===== config.mk =====
export PLATFORM = sky130hd
export DESIGN_NAME = flash_boot_loader
export DESIGN_NICKNAME = d
export VERILOG_FILES = /design/src/rtl/soc_pkg.sv /design/src/rtl/spi_bit_engine.sv /design/src/rtl/flash_boot_loader.sv
export SDC_FILE = /design/constraint.sdc
export NUM_CORES = 1
export LEC_CHECK = 0
export CAP_MARGIN = 20
export CORE_MARGIN = 1.5
export CORE_UTILIZATION = 62
export DETAILED_ROUTE_END_ITERATION = 8
export DONT_BUFFER_PORTS = 1
export GPL_ROUTABILITY_DRIVEN = 0
export HOLD_SLACK_MARGIN = 0.02
export PLACE_DENSITY_LB_ADDON = 0.3
export SLEW_MARGIN = 30
export SYNTH_ARGS = -nofsm -noshare
export SYNTH_HDL_FRONTEND = slang
export SYNTH_HIERARCHICAL = 1
export SYNTH_SLANG_ARGS = --single-unit

===== constraint.sdc =====
create_clock -name clk -period 3.6 [get_ports clk]
set_clock_uncertainty 0.2 [all_clocks]
set_input_delay 0.36 -clock clk [delete_from_list [all_inputs] [get_ports clk]]
set_output_delay 0.36 -clock clk [all_outputs]
set_load 0.01 [all_outputs]

===== src/rtl/soc_pkg.sv =====
`default_nettype none
// ============================================================================
// Module      : soc_pkg
// Description : Shared constants, loader FSM encoding and byte-order helper
//               for the flash boot loader.
// Revision    : 1.0 - initial release
// ============================================================================
package soc_pkg;

    // SPI NOR "READ" opcode (no dummy cycles, single continuous read).
    localparam logic [7:0] FLASH_CMD_READ = 8'h03;

    // Loader FSM encoding.
    typedef enum logic [2:0] {
        ST_IDLE   = 3'd0,
        ST_CMD    = 3'd1,
        ST_ADDR   = 3'd2,
        ST_DATA   = 3'd3,
        ST_FINISH = 3'd4
    } loader_state_t;

    // Bytes are shifted in first-byte-first, so the first byte lands in
    // [31:24]; memory wants the first byte in [7:0].
    function automatic logic [31:0] bswap32(input logic [31:0] w);
        return {w[7:0], w[15:8], w[23:16], w[31:24]};
    endfunction

endpackage
`default_nettype wire


===== src/rtl/spi_bit_engine.sv =====
`default_nettype none
// ============================================================================
// Module      : spi_bit_engine
// Description : SPI mode-0 SCK generator. Emits a sample strobe in the clk
//               cycle SCK has just risen and a shift strobe on the edge where
//               SCK falls, so the owner can change MOSI while SCK goes low.
// Revision    : 1.0 - initial release
// ============================================================================
module spi_bit_engine #(
    parameter int CLK_DIV = 2
) (
    input  logic clk,
    input  logic rst,
    input  logic i_en,
    output logic o_sck,
    output logic o_sample_tick,
    output logic o_shift_tick
);

    localparam int                 c_CNT_W    = (CLK_DIV > 1) ? $clog2(CLK_DIV) : 1;
    localparam logic [c_CNT_W-1:0] c_CNT_LAST = c_CNT_W'(CLK_DIV - 1);

    logic [c_CNT_W-1:0] r_cnt;
    logic               r_sck;
    logic               r_sample;
    logic               w_half_done;

    assign w_half_done = (r_cnt == c_CNT_LAST);

    // Half-period divider; SCK parks low whenever the engine is disabled.
    always_ff @(posedge clk) begin
        if (rst || !i_en) begin
            r_cnt    <= '0;
            r_sck    <= 1'b0;
            r_sample <= 1'b0;
        end else if (w_half_done) begin
            r_cnt    <= '0;
            r_sck    <= ~r_sck;
            r_sample <= ~r_sck;
        end else begin
            r_cnt    <= r_cnt + c_CNT_W'(1);
            r_sample <= 1'b0;
        end
    end

    assign o_sck         = r_sck;
    assign o_sample_tick = r_sample;
    assign o_shift_tick  = i_en & w_half_done & r_sck;

endmodule
`default_nettype wire


===== src/rtl/flash_boot_loader.sv =====
`default_nettype none
// ============================================================================
// Module      : flash_boot_loader
// Description : Boot-time copier. Issues one continuous SPI READ at
//               FLASH_BASE and writes WORD_COUNT little-endian 32-bit words
//               to memory starting at word address 0.
// Revision    : 1.0 - initial release
// ============================================================================
module flash_boot_loader
    import soc_pkg::*;
#(
    parameter logic [23:0] FLASH_BASE = 24'h100000,
    parameter int          WORD_COUNT = 4096,
    parameter int          CLK_DIV    = 2,
    parameter int          ADDR_W     = 12
) (
    input  logic              clk,
    input  logic              reset,
    input  logic              start,
    input  logic              flashMiso,
    output logic              flashClk,
    output logic              flashMosi,
    output logic              flashCs,
    output logic              mem_we,
    output logic [ADDR_W-1:0] mem_addr,
    output logic [31:0]       mem_wdata,
    output logic              busy,
    output logic              done
);

    localparam int              c_WN    = ADDR_W + 1;
    localparam logic [c_WN-1:0] c_WORDS = c_WN'(WORD_COUNT);

    loader_state_t     r_state_q, w_state_d;
    logic [5:0]        r_bit_q,   w_bit_d;
    logic [c_WN-1:0]   r_word_q,  w_word_d;
    logic [31:0]       r_tx_q,    w_tx_d;
    logic [31:0]       r_rx_q,    w_rx_d;
    logic              r_we_q,    w_we_d;
    logic [ADDR_W-1:0] r_addr_q,  w_addr_d;
    logic [31:0]       r_wdata_q, w_wdata_d;
    logic              r_cs_q,    w_cs_d;
    logic              r_busy_q,  w_busy_d;
    logic              r_done_q,  w_done_d;

    logic w_en, w_finish, w_sample_tick, w_shift_tick;

    // The last write has been issued: stop SCK on the same edge CS rises.
    assign w_finish = (r_state_q == ST_DATA) && r_we_q && (r_word_q == c_WORDS);
    assign w_en     = ((r_state_q == ST_CMD) || (r_state_q == ST_ADDR) ||
                       (r_state_q == ST_DATA)) && !w_finish;

    spi_bit_engine #(
        .CLK_DIV (CLK_DIV)
    ) u_engine (
        .clk           (clk),
        .rst           (reset),
        .i_en          (w_en),
        .o_sck         (flashClk),
        .o_sample_tick (w_sample_tick),
        .o_shift_tick  (w_shift_tick)
    );

    // Next-state logic: phase sequencing, bit/word counting, word assembly.
    always_comb begin
        w_state_d = r_state_q;
        w_bit_d   = r_bit_q;
        w_word_d  = r_word_q;
        w_tx_d    = r_tx_q;
        w_rx_d    = r_rx_q;
        w_we_d    = 1'b0;
        w_addr_d  = r_addr_q;
        w_wdata_d = r_wdata_q;
        w_cs_d    = r_cs_q;
        w_busy_d  = r_busy_q;
        w_done_d  = r_done_q;

        // Command/address bits drain out MSB first; zeros follow in DATA.
        if (w_shift_tick) begin
            w_tx_d = {r_tx_q[30:0], 1'b0};
        end

        case (r_state_q)
            ST_IDLE: begin
                if (start) begin
                    w_state_d = ST_CMD;
                    w_cs_d    = 1'b0;
                    w_busy_d  = 1'b1;
                    w_done_d  = 1'b0;
                    w_bit_d   = '0;
                    w_word_d  = '0;
                    w_rx_d    = '0;
                    w_tx_d    = {FLASH_CMD_READ, FLASH_BASE};
                end
            end
            ST_CMD: begin
                if (w_sample_tick) begin
                    if (r_bit_q == 6'd7) begin
                        w_state_d = ST_ADDR;
                        w_bit_d   = '0;
                    end else begin
                        w_bit_d = r_bit_q + 6'd1;
                    end
                end
            end
            ST_ADDR: begin
                if (w_sample_tick) begin
                    if (r_bit_q == 6'd23) begin
                        w_state_d = ST_DATA;
                        w_bit_d   = '0;
                    end else begin
                        w_bit_d = r_bit_q + 6'd1;
                    end
                end
            end
            ST_DATA: begin
                if (w_finish) begin
                    w_state_d = ST_FINISH;
                    w_cs_d    = 1'b1;
                    w_done_d  = 1'b1;
                    w_busy_d  = 1'b0;
                end else if (w_sample_tick) begin
                    w_rx_d = {r_rx_q[30:0], flashMiso};
                    if (r_bit_q == 6'd31) begin
                        w_we_d    = 1'b1;
                        w_addr_d  = r_word_q[ADDR_W-1:0];
                        w_wdata_d = bswap32(w_rx_d);
                        w_word_d  = r_word_q + c_WN'(1);
                        w_bit_d   = '0;
                    end else begin
                        w_bit_d = r_bit_q + 6'd1;
                    end
                end
            end
            ST_FINISH: begin
                w_state_d = ST_IDLE;
            end
            default: begin
                w_state_d = ST_IDLE;
            end
        endcase
    end

    // State and datapath registers.
    always_ff @(posedge clk) begin
        if (reset) begin
            r_state_q <= ST_IDLE;
            r_bit_q   <= '0;
            r_word_q  <= '0;
            r_tx_q    <= '0;
            r_rx_q    <= '0;
            r_we_q    <= 1'b0;
            r_addr_q  <= '0;
            r_wdata_q <= '0;
            r_cs_q    <= 1'b1;
            r_busy_q  <= 1'b0;
            r_done_q  <= 1'b0;
        end else begin
            r_state_q <= w_state_d;
            r_bit_q   <= w_bit_d;
            r_word_q  <= w_word_d;
            r_tx_q    <= w_tx_d;
            r_rx_q    <= w_rx_d;
            r_we_q    <= w_we_d;
            r_addr_q  <= w_addr_d;
            r_wdata_q <= w_wdata_d;
            r_cs_q    <= w_cs_d;
            r_busy_q  <= w_busy_d;
            r_done_q  <= w_done_d;
        end
    end

    assign flashMosi = r_tx_q[31];
    assign flashCs   = r_cs_q;
    assign mem_we    = r_we_q;
    assign mem_addr  = r_addr_q;
    assign mem_wdata = r_wdata_q;
    assign busy      = r_busy_q;
    assign done      = r_done_q;

endmodule
`default_nettype wire


==> run metrics, run 1 <==
post-synthesis adder-cell area fraction=less than 1%; Num CTS Buffers=17; warnings from Yosys=6; Synth Area in XOR/XNOR=between 1 and 1.5%; DRC Markers=0; antenna diode count=0; power density cells=around 550 nW/um^2; fin crit period=3.14 ns; status=finished, final reports clean; clk buf depth=2; die area=a little over 9000 sq um; die height=between 90 and 100 um; Buffers on Ports=0; HPWL after DPL=~6500 um; via count=about 4100; # fillers=606; setup TNS=0 ns; compound-gate portion of the synthesized area=12.1%; Syn-to-layout area delta=11.8%; buffer count from post-CTS setup fixing=0; I/O Pins=54; largest family of logic cells by synthesized area=simple AND/OR/NAND/NOR gates; #FFs+latches synth=roughly 140; Worst EP required=just under 4 ns; fin cells=721; relative slew slack=around 54%; core area=~8200 sq um; CTS tree=done; Pins Over Slew Limit=0; final instance area=between 5000 and 6000 sq um; Worst-Skew Late Latency=about 0.52 ns; P_leak=slightly below 2 nW; largest net degree at the start of global routing=slightly above 70; Initial DRT Pass Iterations=5; DP Area=between 5000 and 6000 sq um; Worst-Margin Slew=slightly below 0.7 ns; worst vdd ir=0.303 mV; CTS root buffer=clkbuf_8; commonest cells after routing, fill and taps aside=nand2_1, dfxtp_1, a21oi_1; most common cell after layout, fill and taps aside=nand2_1; starting density of the core=64.1%; Post-Syn Nets=621; ys async rst share=0%; DP Cell Count=between 600 and 700; wire per inst=~15 um; post-synthesis simple-gate area fraction=a little under a quarter; H-tree levels=4; met1 GRT Util=between 30% and 40%; die width=95.2 um; syn avg cell area=8.58 sq um; area of the multi-input gates=approximately 2300 sq um; sequential fraction of the synthesis area=51.7%; CTS sink count=roughly 140; Routed WL=around 11000 um; Placement Rows=33; CP Launch Type=register; GRT overflow=0; DR vias/cell=5.66; Post-synth EDFFs=0; MaxCap Viol Count=0; post-route antenna net violation count=0; Fin. Hold Viols=0; critical path class=reg -> reg; synth unique cells=57; RSZ-0062 raised after global routing=no; Max FO, Critical Path=30; fraction of layout cells with a size suffix above 1=approximately 9%; Min-Delay Path Class=in -> reg; mux cell area share after synthesis=between 6 and 7%; clock transition at the registers of the reported paths=0.07 ns; Critical Path AT=approximately 3.4 ns; Max Fclk=~320 MHz; Most Used Layer, Global Route=met2; FF/Latch Area=approximately 2700 sq um; Nets=610; first-pass GRT wire length=about 18000 um; total track usage=25.0%; Synth Flop Type=dfxtp_1; period utilization=87.1%; post-CTS sizing=0; Syn Inst Count=roughly 610; Critical Path Sink Type=register; M3 GR Usage=~6.6%; final setup vio count=0; grt met2 use=approximately two fifths; Synth Cell Area=around 5300 sq um; initial antenna violation count=0; initial detailed-routing violation count=282; vias in the first global route=3830
==> cell families (layout without fill, tap and decap cells) <==
logic type	count (synthesis)	count (layout)
adder cells (fa/ha/maj)	3	3
AO/OA/AOI/OAI	116	116
buffers and inverters	48	50
XOR/XNOR	8	8
multiplexers	34	34
flip-flops	136	136
AND/OR/NAND/NOR	269	269
==> power by group <==
group | switching (mW) | internal (mW) | total (mW) | leakage, nW
clock | 0.706 | 0.943 | 1.65 | 0.271
sequential | 0.00998 | 1.51 | 1.52 | 1.10
combinational | 0.0610 | 0.0235 | 0.0845 | 0.552
total | 0.777 | 2.48 | 3.26 | 1.92
==> cells in the mapped netlist, types with 2 or more instances <==
cell / count / area, sq um
nand2_1: 164 / 616
dfxtp_1: 136 / 2720
a21oi_1: 91 / 455
nor2_1: 49 / 184
mux2i_1: 34 / 340
buf_2: 20 / 100
clkbuf_1: 13 / 48.8
inv_1: 7 / 26.3
buf_4: 6 / 45.0
or3_1: 6 / 37.5
and3_1: 5 / 31.3
nand3_1: 5 / 25.0
nand4_1: 5 / 31.3
o21ai_0: 5 / 25.0
xnor2_1: 5 / 43.8
nor3_1: 4 / 20.0
ha_1: 3 / 37.5
nand2b_1: 3 / 18.8
nand4b_1: 3 / 26.3
xor2_1: 3 / 26.3
a31oi_1: 2 / 12.5
and2_1: 2 / 12.5
and3b_1: 2 / 17.5
nor2b_1: 2 / 12.5
nor3b_1: 2 / 15.0
nor4b_1: 2 / 17.5
o21ai_1: 2 / 10.0
o21bai_1: 2 / 15.0
o32ai_1: 2 / 17.5
or2_2: 2 / 12.5
==> what timing repair did <==
| action | in CTS | in global routing |
|---|---|---|
| hold buffers | 5 | 0 |
| setup endpoints to repair | 0 | 0 |
| endpoints found under the hold margin | 68 | 0 |
==> stage by stage <==
stage	hold slack (ns)	util, %	power (mW)	setup WS, ns
6_report	0.0630	71.7	3.26	0.464
5_1_grt	0.0556	71.7	3.35	0.247
4_1_cts	0.0517	71.7	3.27	0.488
3_5_place_dp	0.236	63.9	1.62	0.819
3_3_place_gp	0.236	63.9	1.62	0.964
2_1_floorplan	0.228	-	1.62	0.715
==> worst max-delay path: stages (launching register included) <==
cell,delay (ns)
dfxtp_1,0.39
ha_1,0.23
and3_1,0.26
and2_1,0.33
and3b_1,0.65
buf_12,0.27
nand2_1,0.07
a21oi_1,0.13
dlygate4sd3_1,0.55
==> metal layers <==
layer	part of all wire, %	routed length, um
met4	1.0	111
met2	49	5250
met1	44	4770
met5	0	0
met3	5.5	593
==> final timing paths <==
check,to,slack (ns),start,cells past startpoint
max reg2reg,mem_wdata[11],0.46,r_bit_q[0],8
max,mem_wdata[11],0.46,r_bit_q[0],8
min,r_bit_q[1],0.06,start,4
min reg2reg,r_rx_q[30],0.27,r_rx_q[30],2
==> state kept, by name (all words and copies together), names as in the netlist <==
signal,cells
u_engine/o_sck,1
mem_we,1
busy,1
r_bit_q,6
done,1
mem_addr,12
flashCs,1
r_state_q,3
u_engine/o_sample_tick,1
r_tx_q,32
mem_wdata,32
r_rx_q,31
u_engine/r_cnt,1
r_word_q,13
==> final cells by class <==
| cell class | instances | area share, % |
|---|---|---|
| clock buffers | 17 | 7.03 |
| clock inverters | 15 | 2.61 |
| inverters | 7 | 0.446 |
| multi-input cells | 430 | 39.3 |
| flip-flops and latches | 136 | 46.2 |
| well taps | 105 | 2.23 |
| repair buffers | 11 | 2.12 |
Power figures use the tool's default switching activity.
==> run 2: changes to the inputs <==
--- a/config.mk
+++ b/config.mk
@@ -7,7 +7,7 @@
 export LEC_CHECK = 0
 export CAP_MARGIN = 20
 export CORE_MARGIN = 1.5
-export CORE_UTILIZATION = 62
+export CORE_UTILIZATION = 65
 export DETAILED_ROUTE_END_ITERATION = 8
 export DONT_BUFFER_PORTS = 1
 export GPL_ROUTABILITY_DRIVEN = 0
==> constraint.sdc (replaced) <==
create_clock -name clk -period 3.98 [get_ports clk]
set_clock_uncertainty 0.2 [all_clocks]
set_input_delay 0.398 -clock clk [delete_from_list [all_inputs] [get_ports clk]]
set_output_delay 0.398 -clock clk [all_outputs]
set_load 0.01 [all_outputs]
==> run 2 against run 1 <==
Effect of this change:
- count of clock-buffer cells in the layout did not move
- power decreased by 9.8%
- worst hold slack lost 0.032 ns
- setup slack better by 0.47 ns
- wire length down 2.9%
- final cell count down 0.83%
- cell area decreased by 0.79%
- critical endpoint is now r_tx_q[27]
- largest cell class unchanged
- largest power group unchanged
==> run metrics, run 2 (synthesis results as in run 1) <==
status=finished, final reports clean; die area=around 8700 sq um; critical path class=reg -> reg; period utilization=between 70% and 80%; Initial DRT Pass Iterations=5; Fin. Hold Viols=0; Worst-Margin Slew=0.898 ns; R2R Path End=r_tx_q[27]; most frequent cell on the critical path=nor2_1; final instance area=around 5800 sq um; Largest stage delay, worst path=around 0.83 ns; metal2 WL=4970 um; hold path endpoint=r_word_q[1]; Max Fclk=around 330 MHz; fin crit period=between 3 and 4 ns; antenna diode count=0; Hold WS=around 0.031 ns; worst vdd ir=between 0.3 and 0.4 mV; r2r startpoint=r_word_q[0]; CP Launch Type=register; final setup vio count=0; commonest cells after routing, fill and taps aside=nand2_1, dfxtp_1, a21oi_1; CTS sink count=approximately 140; Buf/Inv on CP=2; relative slew slack=approximately two fifths; H-tree levels=4; Largest delay share family, worst path=simple AND/OR/NAND/NOR gates; GRT overflow=0; initial antenna violation count=0; wire per inst=approximately 15 um; Worst Min Path Start=reset; crit path cell chain=inv_1, ha_1, nor3b_1, nand4_1, buf_4, nor3_1, nor2_1, and3_2, mux2i_1, nor2_1; Critical Path Sink Type=register; total track usage=about a quarter; RSZ-0062 raised after global routing=no; power density cells=approximately 500 nW/um^2; DRC Markers=0; initial detailed-routing violation count=~270; Max FO, Critical Path=32; Worst-Skew Late Latency=0.52 ns; Placement Rows=32; Min-Delay Path Class=in -> reg; clk buf depth=2; DR vias/cell=~5.7; first-pass GRT wire length=between 15000 and 20000 um; pre-CTS setup slack=between 0.9 and 1 ns; most common cell after layout, fill and taps aside=nand2_1; Syn-to-layout area delta=10.9%; Nets=between 600 and 700; fraction of layout cells with a size suffix above 1=slightly below 9%; I/O Pins=54; via count=about 4000; Routed WL=roughly 10000 um; P_leak=approximately 1.9 nW; CTS tree=done; DP Area=between 5000 and 6000 sq um; setup TNS=0 ns; Final WS setup=0.938 ns; clock transition at the registers of the reported paths=roughly 0.06 ns; Top Metal Used=met4; Pins Over Slew Limit=0; Min-Delay Path Depth=2; M1 WL=between 4000 and 5000 um; Critical Path AT=approximately 3.2 ns; starting density of the core=approximately two thirds; R2R depth=10; post-route antenna net violation count=0; post-CTS sizing=0; MaxCap Viol Count=0; HPWL after DPL=6460 um; met3 wire len=705 um; vias in the first global route=approximately 3800; core area=just under 8000 sq um; die width=about 93 um; Worst EP required=about 4.2 ns; register-to-register setup slack=between 0.9 and 1 ns; Buffers on Ports=0; Worst path slowest cell=and3_2; Num CTS Buffers=17; CTS root buffer=clkbuf_8; largest net degree at the start of global routing=71; die height=93.0 um
## run 2: changes by cell type in the layout (fill, tap and decap cells not counted)
cell	previous run	this run
clkinv_4	1	2
buf_4	5	6
inv_8	2	3
inv_6	8	6
buf_12	1	0
dlygate4sd3_1	4	1
clkinvlp_4	3	2
clkinv_2	0	1
## run 2: power breakdown
part           internal (mW)  switching, mW
Sequential              1.37        0.00852
Clock                  0.852          0.632
Combinational         0.0209         0.0535
## run 2: area by class of cell
type                            instances  area (sq um)
Sequential cell                       136          2720
Multi-Input combinational cell        430          2320
Fill cell                             560          1920
Clock buffer                           17           414
Clock inverter                         15           154
Tap cell                              102           128
Timing Repair Buffer                    8          82.6
Inverter                                7          26.3
## run 2: what timing repair did
item	in CTS	in global routing
hold buffers	2	0
buffers inserted	0	0
endpoints found under the setup margin	0	0
hold endpoints to repair	68	0
## run 2: worst reg2reg max path, cell delays in order, from the launching register on
cell and delay (ns):
dfxtp_1 0.41, inv_1 0.08, ha_1 0.19, nor3b_1 0.13, nand4_1 0.10, buf_4 0.22, nor3_1 0.10, nor2_1 0.25
and3_2 0.83, mux2i_1 0.32, nor2_1 0.06
## run 2: metrics by stage
step	cells	util [%]	power, mW
final	715	75.2	2.94
after detailed placement	681	67.4	1.47
after global routing	715	75.2	3.03
after global placement	681	67.4	1.47
after floorplan	614	-	1.46
after CTS	715	75.2	2.95
## run 2: worst max-delay path by stage
stage	depth (start not counted)	start	to	slack (ns)
finish	10	r_word_q[0]	r_tx_q[27]	0.94
global route	10	r_word_q[0]	r_tx_q[23]	0.68
CTS	10	r_word_q[0]	r_tx_q[27]	0.95
detailed placement	10	r_word_q[0]	r_tx_q[27]	0.97
global placement	10	r_word_q[0]	r_tx_q[25]	1.17
floorplan	12	r_word_q[0]	r_tx_q[25]	1.09
## run 2: per-layer routing
layer / GRT usage [%] / up-vias
met1: 31.2 / 1892
met5: 0 / -
met3: 8.13 / 24
met4: 11.2 / 0
li1: - / 2030
met2: 40.3 / 110
==> run 3: changes to the inputs <==
--- a/config.mk
+++ b/config.mk
@@ -7,7 +7,7 @@
 export LEC_CHECK = 0
 export CAP_MARGIN = 20
 export CORE_MARGIN = 1.5
-export CORE_UTILIZATION = 65
+export CORE_UTILIZATION = 56
 export DETAILED_ROUTE_END_ITERATION = 8
 export DONT_BUFFER_PORTS = 1
 export GPL_ROUTABILITY_DRIVEN = 0
==> constraint.sdc (replaced) <==
create_clock -name clk -period 2.7 [get_ports clk]
set_clock_uncertainty 0.2 [all_clocks]
set_input_delay 0.27 -clock clk [delete_from_list [all_inputs] [get_ports clk]]
set_output_delay 0.27 -clock clk [all_outputs]
set_load 0.01 [all_outputs]
==> run 3 against run 2 <==
Effect of this change:
- critical path depth fell by 3
- clock power rose by 53%
- sequential power rose by 47%
- first-iteration DRC count fell by 32%
- register-to-register slack got worse by 0.79 ns
- wire length rose by 3.3%
- largest cell class unchanged
- maximum frequency rose by 19%
- count of clock-buffer cells in the layout rose by 2
- cell area rose by 2.5%
- sequential cell count did not move
==> run metrics, run 3 (synthesis results as in run 1) <==
first-pass GRT wire length=18500 um; MaxCap Viol Count=0; CP Launch Type=register; Worst-Margin Slew=0.728 ns; CTS tree=done; Final WS setup=between 0.1 and 0.15 ns; period utilization=a little over nine tenths; pre-CTS setup slack=0.0400 ns; Max FO, Critical Path=7; post-route antenna net violation count=0; worst vdd ir=about 0.43 mV; CTS sink count=between 100 and 150; GRT overflow=0; DRC Markers=0; antenna diode count=0; Util after Layout=between 60% and 70%; status=finished, final reports clean; wire per inst=~15 um; Worst-Skew Late Latency=between 0.5 and 0.6 ns; R2R depth=7; via count=slightly above 4000; Min-Delay Path Class=in -> reg; vias in the first global route=~3900; final setup vio count=0; die height=roughly 100 um; H-tree levels=4; HPWL after DPL=around 6500 um; die area=~10000 sq um; Nets=between 600 and 700; Syn-to-layout area delta=13.7%; die width=approximately 100 um; Initial DRT Pass Iterations=5; I/O Pins=54; Num CTS Buffers=17; Routed WL=roughly 11000 um; most common cell after layout, fill and taps aside=nand2_1; Min-Delay Path Depth=5; Max Fclk=roughly 390 MHz; Buffers on Ports=0; initial antenna violation count=0; Placement Rows=35; largest net degree at the start of global routing=72; clock transition at the registers of the reported paths=0.06 ns; DP Area=about 5300 sq um; DP Cell Count=699; fraction of layout cells with a size suffix above 1=~10%; Pins Over Slew Limit=0; CTS root buffer=clkbuf_8; Worst EP required=a little under 3 ns; DR vias/cell=5.57; starting density of the core=a little under three fifths; Fin. Hold Viols=0; critical path class=reg -> reg; total track usage=23.1%; P_leak=just under 2 nW; final instance area=approximately 6000 sq um; core area=9200 sq um; fin crit period=~2.6 ns; buffer count from post-CTS setup fixing=0; power density cells=around 740 nW/um^2; RSZ-0062 raised after global routing=yes; fin cells=between 700 and 800; clk buf depth=2; commonest cells after routing, fill and taps aside=nand2_1, dfxtp_1, a21oi_1; Critical Path Sink Type=register; register-to-register setup slack=0.14 ns; relative slew slack=51.4%; initial detailed-routing violation count=~190; Critical Path AT=about 2.8 ns
## run 3: area by class of cell
class | instances | area (sq um)
clock inverter | 13 | 155
tap | 111 | 139
multi-input combinational | 430 | 2320
timing repair buffer | 20 | 193
clock buffer | 19 | 432
sequential | 136 | 2720
inverter | 7 | 26.3
fill | 753 | 3210
## run 3: metrics by stage
stage / power, mW / hold slack, ns / setup TNS [ns]
2_1_floorplan: 2.16 / 0.210 / 0
3_3_place_gp: 2.17 / 0.148 / 0
3_5_place_dp: 2.17 / 0.149 / 0
4_1_cts: 4.45 / 0.0747 / 0
5_1_grt: 4.56 / 0.122 / -0.00919
6_report: 4.41 / 0.105 / 0
## run 3: final timing paths
check | start | to
max reg2reg | r_bit_q[0] | r_bit_q[1]
max | r_bit_q[0] | r_bit_q[1]
min reg2reg | r_rx_q[30] | r_rx_q[30]
min | start | r_bit_q[0]
## run 3: timing repair
action                                  CTS  global route
gates resized for setup                   0             2
hold endpoints to repair                 77             0
hold buffers                              5             0
endpoints found under the setup margin    0            35
## run 3: layer usage
metal  track usage (%)  vias up  wire length [um]
met2              37.4       88              5190
met4              7.69        0               155
met1              28.9     1937              4900
met5                 0        -                 0
li1                  -     2064                 -
met3              7.94       12               495
## run 3: worst max-delay path: stages (launching register included)
cell           delay, ns
dfxtp_1             0.34
ha_1                0.24
and3_1              0.24
and2_2              0.25
a31oi_1             0.34
o2111ai_1           0.18
a21oi_1             0.17
dlygate4sd3_1       0.56
## run 3: power breakdown
group          switching, mW  leakage [nW]  internal, mW
Clock                  0.893         0.279          1.36
Combinational         0.0858         0.602        0.0381
Sequential            0.0103          1.10          2.02
